==> src/rtl/truth_table_scanner_pkg.sv <==
// Shared definitions for the truth-table scanner: state encoding and vector sizing.
package truth_table_scanner_pkg;
  localparam int VEC_W = 4;
  localparam int N_VEC = 16;

  typedef enum logic [1:0] {
    ST_IDLE  = 2'd0,
    ST_RUN   = 2'd1,
    ST_CHECK = 2'd2
  } state_t;
endpackage

==> src/rtl/truth_table_scanner_compare.sv <==
// Combinational comparison of a captured truth table against the golden table.
module tt_compare
  import truth_table_scanner_pkg::*;
(
  input  logic [N_VEC-1:0] result,
  input  logic [N_VEC-1:0] expected,
  output logic             match,
  output logic [4:0]       popcount,
  output logic [3:0]       first_fail
);
  logic [N_VEC-1:0] diff;

  assign diff  = result ^ expected;
  assign match = (diff == '0);

  always_comb begin
    popcount   = 5'd0;
    first_fail = 4'd0;
    for (int i = 0; i < N_VEC; i++) begin
      popcount = popcount + 5'(diff[i]);
    end
    // Walk downwards so the lowest differing index is the last one written.
    for (int i = N_VEC - 1; i >= 0; i--) begin
      if (diff[i]) first_fail = 4'(i);
    end
  end
endmodule

==> src/rtl/truth_table_scanner.sv <==
// Walks x,y,z,w through all 16 vectors, captures s after a settle window and grades the table.
module truth_table_scanner
  import truth_table_scanner_pkg::*;
#(
  parameter int               SETTLE   = 2,
  parameter logic [N_VEC-1:0] EXPECTED = 16'h5516
) (
  input  logic             clk,
  input  logic             rst_n,
  input  logic             start,
  input  logic             abort,
  input  logic             s,
  output logic             x,
  output logic             y,
  output logic             z,
  output logic             w,
  output logic             busy,
  output logic             done,
  output logic             pass,
  output logic [N_VEC-1:0] result,
  output logic [4:0]       mismatches,
  output logic [3:0]       first_fail
);
  localparam logic [3:0] SETTLE_C = 4'(SETTLE);

  state_t           state, state_nx;
  logic [VEC_W-1:0] vec;
  logic [3:0]       cnt;
  logic             start_acc;
  logic             sample;
  logic             cmp_match;
  logic [4:0]       cmp_pop;
  logic [3:0]       cmp_ff;

  assign start_acc = (state == ST_IDLE) && start;
  assign sample    = (state == ST_RUN) && !abort && (cnt == 4'd0);

  always_ff @(posedge clk or negedge rst_n) begin
    if (!rst_n) state <= ST_IDLE;
    else        state <= state_nx;
  end

  always_comb begin
    state_nx = state;
    case (state)
      ST_IDLE:  if (start) state_nx = ST_RUN;
      ST_RUN: begin
        if (abort)                                      state_nx = ST_IDLE;
        else if (cnt == 4'd0 && vec == 4'(N_VEC - 1))   state_nx = ST_CHECK;
      end
      ST_CHECK: state_nx = ST_IDLE;
      default:  state_nx = ST_IDLE;
    endcase
  end

  // Settle counter reloads on every sample, so each vector is held SETTLE+1 cycles.
  always_ff @(posedge clk or negedge rst_n) begin
    if (!rst_n) begin
      vec        <= '0;
      cnt        <= 4'd0;
      busy       <= 1'b0;
      done       <= 1'b0;
      pass       <= 1'b0;
      result     <= '0;
      mismatches <= 5'd0;
      first_fail <= 4'd0;
    end else begin
      done <= 1'b0;
      if (start_acc) begin
        vec        <= '0;
        cnt        <= SETTLE_C;
        busy       <= 1'b1;
        result     <= '0;
        pass       <= 1'b0;
        mismatches <= 5'd0;
        first_fail <= 4'd0;
      end else if (state == ST_RUN) begin
        if (abort) begin
          vec  <= '0;
          cnt  <= 4'd0;
          busy <= 1'b0;
        end else if (sample) begin
          result[vec] <= s;
          vec         <= vec + 4'd1;
          cnt         <= SETTLE_C;
        end else begin
          cnt <= cnt - 4'd1;
        end
      end else if (state == ST_CHECK) begin
        pass       <= cmp_match;
        mismatches <= cmp_pop;
        first_fail <= cmp_ff;
        done       <= 1'b1;
        busy       <= 1'b0;
      end
    end
  end

  assign x = vec[3];
  assign y = vec[2];
  assign z = vec[1];
  assign w = vec[0];

  tt_compare u_compare (
    .result     (result),
    .expected   (EXPECTED),
    .match      (cmp_match),
    .popcount   (cmp_pop),
    .first_fail (cmp_ff)
  );
endmodule

==> config.mk <==
export PLATFORM = sky130hd
export DESIGN_NAME = truth_table_scanner
export DESIGN_NICKNAME = d
export VERILOG_FILES = /design/src/rtl/truth_table_scanner_pkg.sv /design/src/rtl/truth_table_scanner_compare.sv /design/src/rtl/truth_table_scanner.sv
export SDC_FILE = /design/constraint.sdc
export NUM_CORES = 1
export LEC_CHECK = 0
export BUFFER_PORTS_ARGS = -buffer_cell sky130_fd_sc_hd__buf_2
export CAP_MARGIN = 25
export CORE_ASPECT_RATIO = 1.4
export CORE_MARGIN = 2
export CORE_UTILIZATION = 63
export CTS_BUF_LIST = sky130_fd_sc_hd__clkbuf_8
export CTS_CLUSTER_DIAMETER = 200
export DETAILED_ROUTE_END_ITERATION = 10
export MAX_ROUTING_LAYER = met4
export PLACE_DENSITY = 0.87
export SYNTH_ARGS = -nofsm -noshare
export SYNTH_HDL_FRONTEND = slang
export SYNTH_SLANG_ARGS = --single-unit
==> constraint.sdc <==
create_clock -name clk -period 10.65 [get_ports clk]
set_input_delay 0.5325 -clock clk [delete_from_list [all_inputs] [get_ports clk]]
set_output_delay 0.5325 -clock clk [all_outputs]
set_load 0.05 [all_outputs]
# Word level (Yosys, flattened, before mapping)
# Cells that the tools add are included.
word_totals:
  in_bits: 5
  mem_bits_rw: 0
  wordCells: 107
  latchBits: 0
  n_memories: 0
  output_inout_bits: 32
  ff_bits: 38
  mem_bits_ro: 0
classes:
  order_cmp: 2
  add_sub_neg: 17
  div_mod_pow: 0
  n_mul: 0
  n_shift: 0
  eq_ne: 8
  muxes: 51
  n_bitwise: 1
  n_reduce_logical: 19
op_table:
  columns: ["cell", "count"]
  rows:
  - ["two-way mux 4 bit", 27]
  - ["adder 5 x 1 -> 5 bit", 14]
  - ["two-way mux 16 bit", 4]
  - ["bitwise mux 16 bit", 1]
  - ["zero test 16 bit", 1]
  - ["two-way mux 5 bit", 3]
  - ["two-way mux 1 bit", 11]
  - ["AND reduction 2 bit", 4]
  - ["inverter 7 bit", 1]
  - ["two-way mux 2 bit", 3]
  - ["inequality test 3 bit (second input constant)", 2]
  - ["nonzero test 2 bit", 3]
  - ["nonzero test 3 bit", 2]
  - ["logical AND 1 bit", 5]
  - ["< comparator 4 x 5 -> 1 bit (second input constant)", 1]
  - ["adder 4 x 1 -> 4 bit (second input constant)", 1]
  - ["demux 1 bit (select 4 bit)", 1]
  - ["== test 4 bit (second input constant)", 1]
  - ["greater-or-equal comparator 4 x 1 -> 1 bit (second input constant)", 1]
  - ["zero test 4 bit", 1]
  - ["inequality test 2 bit (second input constant)", 2]
  - ["one-hot mux 2 bit (2 select lines)", 1]
  - ["subtractor 4 x 1 -> 4 bit (second input constant)", 1]
  - ["AND reduction 3 bit", 1]
  - ["other kinds (6)", 6]

# Longest topological paths before layout
# Gate-level depths: netlist of run 1.
logic_depth:
  depth_word: 19
  depth_mapped: 15
  mapped_depth_nobuf: 15

# Cells and area by module
# From an unflattened synthesis of run 1, not the netlist that was laid out.
unflattened:
  cells_unflattened: 261
  area_unflattened_um2: 2711.4
by_module_without_submodules:
  columns: ["mod", "cells_each", "n_inst", "seq_area_each_um2", "area_each_um2"]
  rows:
  - ["truth_table_scanner", 168, 1, 950.9, 1894.3]
  - ["tt_compare", 93, 1, 0.0, 817.0]

# Least setup slack after synthesis of run 1
# No wires, ideal clock.
synth_path:
  path_kind: "reg2reg"
  start: "reg result[0]"
  end: "reg mismatches[1]"
  setup_time_ps: 121
  path_buffers: 0
  slack_ps: 6450
  required_time_ps: 10529
  stages_incl_launch_ff: 14
  arrival_ps: 4079
  synth_period_minus_slack_ps: 4200
  cell_sequence: "dfrtp_1 > inv_1 > ha_1 > inv_1 > fa_1 > inv_1 > fa_1 > fa_1 > inv_1 > fa_1 > fa_1 > inv_1 > fa_1 > a22o_1"
synth_via:
  elab_chain_cells: 18
synth_lines:
  columns: ["element", "line_no", "source"]
  rows:
  - ["from (decl)", "truth_table_scanner.sv:20", "output logic [N_VEC-1:0] result,"]
  - ["from (signal, indexed assignment)", "truth_table_scanner.sv:83", "result[vec] <= s;"]
  - ["adder 1 x 1 -> 2 bit", "truth_table_scanner_compare.sv:20", "popcount = popcount + 5'(diff[i]);"]
  - ["adder 5 x 1 -> 5 bit (14 in series)", "truth_table_scanner_compare.sv:20", null]
  - ["two-way mux 5 bit", "truth_table_scanner.sv:89", "end else if (state == ST_CHECK) begin"]
  - ["two-way mux 5 bit", "truth_table_scanner.sv:77", "end else if (state == ST_RUN) begin"]
  - ["two-way mux 5 bit", "truth_table_scanner.sv:69", "if (start_acc) begin"]
  - ["to (signal assigned)", "truth_table_scanner.sv:91", "mismatches <= cmp_pop;"]
  - ["to (decl)", "truth_table_scanner.sv:21", "output logic [4:0] mismatches,"]
# Every way passes these cells. The select of a mux whose other input is x is not followed.
# A chain may end at the register's enable or synchronous reset.

# Worst setup path after layout of run 1
layout_path:
  start: "reg result[1]"
  end: "reg mismatches[1]"
layout_via:
  elab_chain_cells: 19
layout_lines:
  columns: ["element", "line_no"]
  rows:
  - ["inverter 7 bit (no line)", null]
  - ["adder 1 x 1 -> 2 bit", "truth_table_scanner_compare.sv:20"]
  - ["adder 5 x 1 -> 5 bit (14 in series)", "truth_table_scanner_compare.sv:20"]
  - ["two-way mux 5 bit", "truth_table_scanner.sv:89"]
  - ["two-way mux 5 bit", "truth_table_scanner.sv:77"]
  - ["two-way mux 5 bit", "truth_table_scanner.sv:69"]
# Every way passes these cells. The select of a mux whose other input is x is not followed.

==> out/results.md, run 1 <==
## Outcome
• run status: completed

## Finish
• number of inserted diodes: 0
• share of post-route cells with drive strength above 1: 19.1%
• most common cell after layout, fill and taps aside: sky130_fd_sc_hd__dfrtp_1
• fin area: 2690 um^2
• top library cells by usage in the layout, fill and taps aside: sky130_fd_sc_hd__dfrtp_1, sky130_fd_sc_hd__inv_1, sky130_fd_sc_hd__buf_2, sky130_fd_sc_hd__nand2_1, sky130_fd_sc_hd__mux2i_1
• relative area change from synthesis to final layout: 14.5%
• number of nets in the layout: 303

## Floorplan
• horizontal die dimension: 55.6 um
• core area: 3610 um^2
• Initial Utilization: 65.1%
• row count: 26
• boundary pin count: 37
• DIE AREA: 4250 um^2
• vertical die dimension: 76.3 um

## Timing
• setup_tns: 0 ps
• # setup viols final: 0
• Fin Clk Skew: 8.67 ps
• part of the cycle the worst path needs: 37.6%
• Max Slew Vio Count: 0
• Achievable Freq: 0.250 GHz
• Final Hold Violating Endpoints: 0
• unrepaired setup endpoints after global routing: no
• Tightest Pin Transition: 854 ps
• post-layout min period: 4000 ps
• normalized max-slew margin: 43.1%

## GRT
• global-route wire length before repair: 8.91 mm
• overall global routing resource usage: 27.4%
• initial antenna violation count: 0
• via count of the first global-routing pass: 1,916
• pin count of the biggest net entering global routing: 39
• aggregate global routing overflow: 0

## Worst setup path
• Crit-path slowest cell: sky130_fd_sc_hd__fa_1
• kind of critical path: register to register
• Critical Path, Cell by Cell: ha_1 -> inv_1 -> fa_1 -> inv_1 -> fa_1 -> fa_1 -> inv_1 -> fa_1 -> fa_1 -> inv_1 -> fa_1 -> a22o_1
• Startpoint Class: register
• biggest cell delay along the critical path: 520 ps
• Critical Path Sink Type: register
• critical path data arrival time: 4180 ps
• CP dominant cell by count: sky130_fd_sc_hd__fa_1
• logic depth of the worst register-to-register path: 12
• Max FO, Critical Path: 6
• Data required, critical path: 10,830 ps

## Logic synthesis
• combined area of all synthesized cells: 2350 um^2
• Netlist cell types: 45
• average size of a mapped cell: 9.72 um^2
• top cell type's share of synthesized area: 40.4%
• Synth area leaders: sky130_fd_sc_hd__dfrtp_1, sky130_fd_sc_hd__fa_1, sky130_fd_sc_hd__mux2i_1
• Syn Inst Count: 242
• cell taking the most area after synthesis: sky130_fd_sc_hd__dfrtp_1
• share of flip-flops with an asynchronous set or reset: 100%
• Main synth FF type: sky130_fd_sc_hd__dfrtp_1
• count of flip-flops with a built-in enable after synthesis: 0
• Yosys reg bits: 38
• warning count from the yosys run: 0
• sequential element share of the synthesized area: 40.4%
• post-synthesis net count: 268

## Drt
• overall routed net length: 5.21 mm
• TritonRoute pass-1 iters: 4
• Vias/cell: 5.92
• DR vias: 1,894
• average wire per standard cell: 16.3 um
• count of nets left with antenna violations after detail routing: 0
• residual DRC count: 0
• iteration-0 DRC count of the detailed router: 81

## Clocking
• buffer levels on the longest clock path: 2
• total number of clock tree sinks: 38
• buffer count from post-CTS setup fixing: 0
• htree depth: 2
• clock tree from TritonCTS: done
• library cell used as clock root buffer: sky130_fd_sc_hd__clkbuf_8
• Reg clk slew, reported paths: 80 ps
• Clk Latency, worst-skew pair: 300 ps
• Post-CTS Resized: 0
• clock buffer count from CTS: 5
• Hold-fix buffers, CTS: 0

## Place
• hpwl dp: 3.83 mm
• Placer Congestion: 0.934
• number of buffer cells added on primary ports: 36
• total placed instance area: 2550 um^2

## Pwr
• power density normalized to cell area: 148 nW/um^2
• Leakage Power: 0.00138 uW
• worst IR drop on VDD: 159 uV

## Run
• max-cap violation count: 0

## Min path
• worst min-delay path class: input port to asynchronous set/reset pin

path summary, 6_finish.rpt:
path                       slack (ps)            end           from
setup / recovery                 6650  mismatches[1]      result[1]
hold / removal                    340         cnt[2]          rst_n
setup reg to reg                 6650  mismatches[1]      result[1]
hold reg to reg                   480  mismatches[2]  mismatches[2]
max in group asynchronous        9770      result[1]          rst_n
min in group clk                  480  mismatches[2]  mismatches[2]
cell usage after synthesis (all sizes together) (4+ instances only):
cell / instances
a21oi: 7
clkbuf: 5
dfrtp: 38
fa: 10
ha: 11
inv: 37
mux2i: 17
nand2: 33
nand3: 12
nor2: 7
nor2b: 5
o21ai: 12
or3: 4
critical path: cells and delay by family, from the launching register on:
family	cells	cell delay, ps
buf+inv	4	230
compound gates	1	210
flops	1	450
fa+ha+maj	7	3010
per-stage QoR:
stage | power [uW] | cells | worst slack, ps | util [%] | hold WS, ps
final | 398 | 320 | 6650 | 74.6 | 344
after global routing | 416 | 320 | 6450 | 74.6 | 422
after CTS | 399 | 320 | 6640 | 74.6 | 372
after detailed placement | 247 | 312 | 6660 | 70.7 | 464
after global placement | 244 | 312 | 6750 | 70.7 | 457
after floorplan | 225 | 242 | 6450 | - | 237
report_power, final:
part / internal [uW] / total (uW) / switching (uW)
logic: 26.1 / 82.3 / 56.2
registers: 152 / 163 / 10.3
clock network: 99.9 / 153 / 52.8
total: 278 / 398 / 119
cells by family after synthesis:
kind of cell | count (synthesis) | share of synthesized area, %
AOI/OAI and AO/OA | 41 | 12.9
xor gates and xnor gates | 2 | 0.745
adders and majority gates | 21 | 14.4
buffers and inverters | 45 | 7.34
DFF | 38 | 40.4
muxes | 18 | 7.71
and+or+nand+nor | 77 | 16.5
sequential cells by signal, summed over array words and instances, names as in the netlist:
signal      flops
result         16
mismatches      5
cnt             4
first_fail      4
vec             4
state           2
busy            1
done            1
pass            1
routing by layer:
layer | global-route usage, % | up-vias | part of all wire, %
met3 | 4.75 | 10 | 5.0
met2 | 46.4 | 61 | 55
met4 | 11.2 | 0 | 2.2
li1 | - | 883 | -
met1 | 32.0 | 940 | 38
met5 | - | - | 0
final cells by class:
class | count | area [um^2]
Timing Repair Buffer | 36 | 180
Inverter | 37 | 139
Clock buffer | 6 | 82.6
Clock inverter | 2 | 60.1
Fill cell | 263 | 917
Tap cell | 42 | 52.6
Multi-Input combinational cell | 159 | 1230
Sequential cell | 38 | 951
Power figures use the tool's default switching activity.
==> inputs of run 2 (changes only) <==
--- a/config.mk
+++ b/config.mk
@@ -9,12 +9,12 @@
 export CAP_MARGIN = 25
 export CORE_ASPECT_RATIO = 1.4
 export CORE_MARGIN = 2
-export CORE_UTILIZATION = 63
+export CORE_UTILIZATION = 53
 export CTS_BUF_LIST = sky130_fd_sc_hd__clkbuf_8
 export CTS_CLUSTER_DIAMETER = 200
 export DETAILED_ROUTE_END_ITERATION = 10
 export MAX_ROUTING_LAYER = met4
-export PLACE_DENSITY = 0.87
+export PLACE_DENSITY = 0.78
 export SYNTH_ARGS = -nofsm -noshare
 export SYNTH_HDL_FRONTEND = slang
 export SYNTH_SLANG_ARGS = --single-unit
==> constraint.sdc (replaced) <==
create_clock -name clk -period 3.53 [get_ports clk]
set_input_delay 0.1765 -clock clk [delete_from_list [all_inputs] [get_ports clk]]
set_output_delay 0.1765 -clock clk [all_outputs]
set_load 0.05 [all_outputs]
==> run 2 against run 1 <==
The run now ends with negative setup slack left. Via count grew 1.2%. Clock power grew to 2.9 times the previous value. Sequential power grew to 3.0 times the previous value. Global-route usage shrank 3.4 points. Sequential share of layout area shrank 1.3 points. Cell count grew 8.8%. Hold slack lost 87 ps. Clock skew is essentially flat. Critical path depth is the same. First-iteration DRC count grew 21%.
==> out/results.md, run 2 (same netlist as run 1, synthesis figures left out) <==
## Clocking
• buffer count from post-CTS setup fixing: 0
• buffer levels on the longest clock path: 2
• Reg clk slew, reported paths: 80 ps
• clock buffer count from CTS: 5
• htree depth: 2
• total number of clock tree sinks: 38
• library cell used as clock root buffer: sky130_fd_sc_hd__clkbuf_8
• clock tree from TritonCTS: done
• Clk Latency, worst-skew pair: 300 ps

## Pwr
• total power: 1200 uW
• power density normalized to cell area: 427 nW/um^2
• Leakage Power: 0.00142 uW
• worst IR drop on VDD: 296 uV

## Drt
• residual DRC count: 0
• TritonRoute pass-1 iters: 4
• overall routed net length: 5.33 mm
• count of nets left with antenna violations after detail routing: 0
• Vias/cell: 5.51
• DR vias: 1,917
• iteration-0 DRC count of the detailed router: 98
• average wire per standard cell: 15.3 um

## Place
• number of buffer cells added on primary ports: 36
• hpwl dp: 4.03 mm
• Placer Congestion: 0.881

## GRT
• overall global routing resource usage: 24.0%
• pin count of the biggest net entering global routing: 39
• met2 Use GR: 38.5%
• GR met3 Demand/Resource: 4.36%
• routing usage on met1: 29.7%
• grt peak-use layer: met2
• initial antenna violation count: 0
• global-route wire length before repair: 9.03 mm
• via count of the first global-routing pass: 1,972
• aggregate global routing overflow: 0

## Worst setup path
• critical path data arrival time: 4030 ps
• Startpoint Class: register
• Data required, critical path: 3720 ps
• worst r2r src: result[1]
• logic depth of the worst register-to-register path: 12
• register-to-register setup slack: -310 ps
• kind of critical path: register to register
• Worst R2R End: mismatches[1]
• Max FO, Critical Path: 2
• Critical Path Sink Type: register

## Floorplan
• row count: 28
• core area: 4240 um^2
• boundary pin count: 37
• horizontal die dimension: 60.3 um
• Initial Utilization: 55.5%
• DIE AREA: 4990 um^2
• vertical die dimension: 82.8 um

## Timing
• # setup viols final: 4
• Tightest Pin Transition: 846 ps
• setup_tns: -834 ps
• Final Hold Violating Endpoints: 0
• Fin Clk Skew: 8.70 ps
• fin worst setup slack: -306 ps
• post-layout min period: 3840 ps
• unrepaired setup endpoints after global routing: yes
• Achievable Freq: 0.261 GHz
• part of the cycle the worst path needs: 109%
• Max Slew Vio Count: 0
• normalized max-slew margin: 43.6%

## Min path
• cell depth of the worst min-delay path: 3
• Hold EP: cnt[1]
• worst min-delay path class: input port to register
• startpoint of the lowest-slack hold path: abort

## Finish
• relative area change from synthesis to final layout: 19.4%
• number of inserted diodes: 0
• largest registers: result (16), mismatches (5)
• top library cells by usage in the layout, fill and taps aside: sky130_fd_sc_hd__buf_2, sky130_fd_sc_hd__dfrtp_1, sky130_fd_sc_hd__inv_1, sky130_fd_sc_hd__nand2_1, sky130_fd_sc_hd__mux2i_1
• number of nets in the layout: 313
• most common cell after layout, fill and taps aside: sky130_fd_sc_hd__buf_2
• Largest register FFs: 16
• Top reg by flops: result
• share of post-route cells with drive strength above 1: 24.3%

## Outcome
• violated checks: negative setup slack
• run status: complete, but fails checks

## Run
• max-cap violation count: 0

[run 2: changes by cell type in the layout (fill, tap and decap cells not counted), sizes merged]
| cell | delta |
|---|---|
| clkinv | +1 |
| dlygate4sd3 | +1 |
| clkbuf | -1 |
| buf | +9 |
[run 2: layout make-up]
| class | count | area [um^2] |
|---|---|---|
| clock inverter | 3 | 68.8 |
| inverter | 37 | 139 |
| sequential | 38 | 955 |
| fill | 346 | 1430 |
| timing repair buffer | 46 | 258 |
| tap | 60 | 75.1 |
| multi-input combinational | 159 | 1240 |
| clock buffer | 5 | 68.8 |
[run 2: per-layer routing]
metal / wire length (um) / part of all wire, %
met1: 2160 / 40
met2: 2810 / 53
met3: 225 / 4.2
met4: 136 / 2.6
met5: 0 / 0
[run 2: report_power, final]
part	leakage [uW]	switching [uW]	internal [uW]	total (uW)
Sequential	0.000516	29.2	460	489
Clock	0.0000683	163	283	446
Combinational	0.000834	178	87.3	265
Total	0.00142	370	830	1200
[run 2: worst max path at each step]
| stage | start | end | slack (ps) | cells past startpoint |
|---|---|---|---|---|
| 6_report | result[1] | mismatches[1] | -310 | 12 |
| 4_1_cts | result[1] | mismatches[1] | -340 | 12 |
| 3_5_place_dp | result[1] | mismatches[1] | -340 | 12 |
| 5_1_grt | result[1] | mismatches[1] | -440 | 12 |
| 2_1_floorplan | result[0] | mismatches[1] | -430 | 13 |
| 3_3_place_gp | result[1] | mismatches[1] | -290 | 12 |
[run 2: what timing repair did]
item,in CTS,in global routing
hold buffers,1,0
pin swaps,2,2
hold endpoints to repair,11,0
setup endpoints to repair,4,5
resized for setup,2,1
[run 2: per-stage QoR]
| stage | util, % | instance area [um^2] | hold slack, ps | cells | setup WS [ps] |
|---|---|---|---|---|---|
| finish | 66.2 | 2810 | 257 | 348 | -306 |
| CTS | 66.2 | 2810 | 251 | 348 | -341 |
| floorplan | - | 2360 | -119 | 242 | -430 |
| detailed placement | 62.5 | 2650 | 328 | 339 | -339 |
| global placement | 62.5 | 2650 | 319 | 339 | -288 |
| global route | 66.2 | 2810 | 270 | 348 | -439 |
[run 2: worst max-delay path, cell delays in order, from the launching register on]
cell	delay (ps)
sky130_fd_sc_hd__dfrtp_2	430
sky130_fd_sc_hd__ha_4	270
sky130_fd_sc_hd__inv_2	30
sky130_fd_sc_hd__fa_1	470
sky130_fd_sc_hd__inv_1	50
sky130_fd_sc_hd__fa_1	450
sky130_fd_sc_hd__fa_1	510
sky130_fd_sc_hd__inv_1	50
sky130_fd_sc_hd__fa_1	450
sky130_fd_sc_hd__fa_2	360
sky130_fd_sc_hd__inv_2	60
sky130_fd_sc_hd__fa_1	400
sky130_fd_sc_hd__a22o_1	210
==> inputs of run 3 (changes only) <==
--- a/config.mk
+++ b/config.mk
@@ -9,12 +9,12 @@
 export CAP_MARGIN = 25
 export CORE_ASPECT_RATIO = 1.4
 export CORE_MARGIN = 2
-export CORE_UTILIZATION = 53
+export CORE_UTILIZATION = 59
 export CTS_BUF_LIST = sky130_fd_sc_hd__clkbuf_8
 export CTS_CLUSTER_DIAMETER = 200
 export DETAILED_ROUTE_END_ITERATION = 10
 export MAX_ROUTING_LAYER = met4
-export PLACE_DENSITY = 0.78
+export PLACE_DENSITY = 0.83
 export SYNTH_ARGS = -nofsm -noshare
 export SYNTH_HDL_FRONTEND = slang
 export SYNTH_SLANG_ARGS = --single-unit
==> constraint.sdc (replaced) <==
create_clock -name clk -period 3.7 [get_ports clk]
set_input_delay 0.185 -clock clk [delete_from_list [all_inputs] [get_ports clk]]
set_output_delay 0.185 -clock clk [all_outputs]
set_load 0.05 [all_outputs]
==> run 3 against run 2 <==
The flow finishes with violations (negative hold slack, negative setup slack). Fmax down 0.33%. Combinational power down 6%. First-iteration DRC count down 28%. Power down 16%. Via count up 2.3%. Cell count down 5.5%. Critical endpoint unchanged. Largest cell class unchanged.
==> out/results.md, run 3 (same netlist as run 1, synthesis figures left out) <==
## Outcome
• run status: complete, but fails checks
• violated checks: negative hold slack, negative setup slack

## Timing
• setup_tns: -290 ps
• part of the cycle the worst path needs: 104%
• post-layout min period: 3850 ps
• Max Slew Vio Count: 0
• fin worst setup slack: -148 ps
• hold slack: -8.57 ps
• Final Hold Violating Endpoints: 13
• unrepaired setup endpoints after global routing: yes
• Tightest Pin Transition: 834 ps
• normalized max-slew margin: 44.4%
• # setup viols final: 3
• Fin Clk Skew: 4.77 ps
• Achievable Freq: 0.260 GHz

## Finish
• share of post-route cells with drive strength above 1: 24.5%
• relative area change from synthesis to final layout: 16.1%
• number of nets in the layout: 311
• number of filler instances in the final layout: 288
• fin util: 70.3%
• top library cells by usage in the layout, fill and taps aside: sky130_fd_sc_hd__buf_2, sky130_fd_sc_hd__dfrtp_1, sky130_fd_sc_hd__inv_1, sky130_fd_sc_hd__nand2_1, sky130_fd_sc_hd__mux2i_1
• most common cell after layout, fill and taps aside: sky130_fd_sc_hd__buf_2
• Largest register FFs: 16
• Top reg by flops: result
• number of inserted diodes: 0
• largest registers: result (16), mismatches (5)

## Min path
• worst min-delay path class: input port to asynchronous set/reset pin

## Clocking
• total number of clock tree sinks: 38
• Clk Latency, worst-skew pair: 290 ps
• htree depth: 2
• buffer count from post-CTS setup fixing: 0
• clock buffer count from CTS: 5
• Reg clk slew, reported paths: 80 ps
• library cell used as clock root buffer: sky130_fd_sc_hd__clkbuf_8
• buffer levels on the longest clock path: 2
• clock tree from TritonCTS: done
• Hold-fix buffers, CTS: 0

## Drt
• iteration-0 DRC count of the detailed router: 71
• Vias/cell: 5.96
• residual DRC count: 0
• TritonRoute pass-1 iters: 4
• DR vias: 1,961
• count of nets left with antenna violations after detail routing: 0
• overall routed net length: 5.45 mm
• average wire per standard cell: 16.6 um

## Worst setup path
• critical path data arrival time: 4030 ps
• Data required, critical path: 3880 ps
• Critical Path Sink Type: register
• Startpoint Class: register
• Worst R2R End: mismatches[1]
• logic depth of the worst register-to-register path: 12
• biggest cell delay along the critical path: 510 ps
• Critical Path, Cell by Cell: ha_4 -> inv_2 -> fa_1 -> inv_1 -> fa_1 -> fa_1 -> inv_1 -> fa_1 -> fa_2 -> inv_2 -> fa_1 -> a22o_1
• Crit-path slowest cell: sky130_fd_sc_hd__fa_1
• CP dominant cell by count: sky130_fd_sc_hd__fa_1
• worst r2r src: result[1]
• kind of critical path: register to register
• Max FO, Critical Path: 2
• register-to-register setup slack: -150 ps

## Floorplan
• row count: 27
• vertical die dimension: 78.7 um
• horizontal die dimension: 57.4 um
• DIE AREA: 4520 um^2
• boundary pin count: 37
• Initial Utilization: 60.5%
• core area: 3880 um^2

## Pwr
• Leakage Power: 0.00139 uW
• total power: 1010 uW
• power density normalized to cell area: 370 nW/um^2
• worst IR drop on VDD: 267 uV

## Place
• Placer Congestion: 0.895
• number of buffer cells added on primary ports: 36
• hpwl dp: 4.08 mm
• pre-CTS setup slack: -153 ps

## GRT
• pin count of the biggest net entering global routing: 39
• aggregate global routing overflow: 0
• initial antenna violation count: 0
• global-route wire length before repair: 8.99 mm
• overall global routing resource usage: 26.5%
• via count of the first global-routing pass: 1,964

## Run
• max-cap violation count: 0

[run 3: worst max path at each step]
stage	to	startpoint	cells after the start	slack, ps
after detailed placement	mismatches[1]	result[1]	12	-150
after global routing	mismatches[1]	result[1]	12	-260
final	mismatches[1]	result[1]	12	-150
after CTS	mismatches[1]	result[1]	12	-160
after global placement	mismatches[1]	result[1]	12	-90
after floorplan	mismatches[1]	result[0]	13	-260
[run 3: routing by layer]
metal | part of all wire (%) | global-route usage, % | vias to the layer above
li1 | - | - | 902
met1 | 39 | 29.2 | 985
met2 | 55 | 46.7 | 65
met3 | 4.2 | 3.91 | 9
met4 | 2.3 | 11.9 | 0
met5 | 0 | - | -
[run 3: cell type report]
cell class | count | area [um^2] | share of cell area [%]
flip-flops and latches | 38 | 955 | 35.0
multi-input cells | 159 | 1250 | 45.7
repair buffers | 44 | 240 | 8.80
clock inverters | 2 | 12.5 | 0.458
clock buffers | 6 | 82.6 | 3.02
well taps | 43 | 53.8 | 1.97
inverters | 37 | 139 | 5.09
[run 3: worst max-delay path, delay by kind of cell (launching register included)]
kind | cells | cell delay, ps
flops | 1 | 430
buf+inv | 4 | 190
fa+ha+maj | 7 | 2900
compound gates | 1 | 210
[run 3: timing repair]
item	4_1_cts	5_1_grt
endpoints found under the setup margin	3	4
pin swaps	1	3
gates resized for setup	1	4
[run 3: report_power, final]
part	switching, uW	internal, uW
combinational	167	80.9
sequential	27.8	439
clock	147	150
total	341	669
[run 3: through the flow]
stage / instances / instance area, um^2
6_report: 329 / 2730
5_1_grt: 329 / 2730
4_1_cts: 329 / 2710
3_5_place_dp: 321 / 2620
3_3_place_gp: 321 / 2620
2_1_floorplan: 242 / 2360
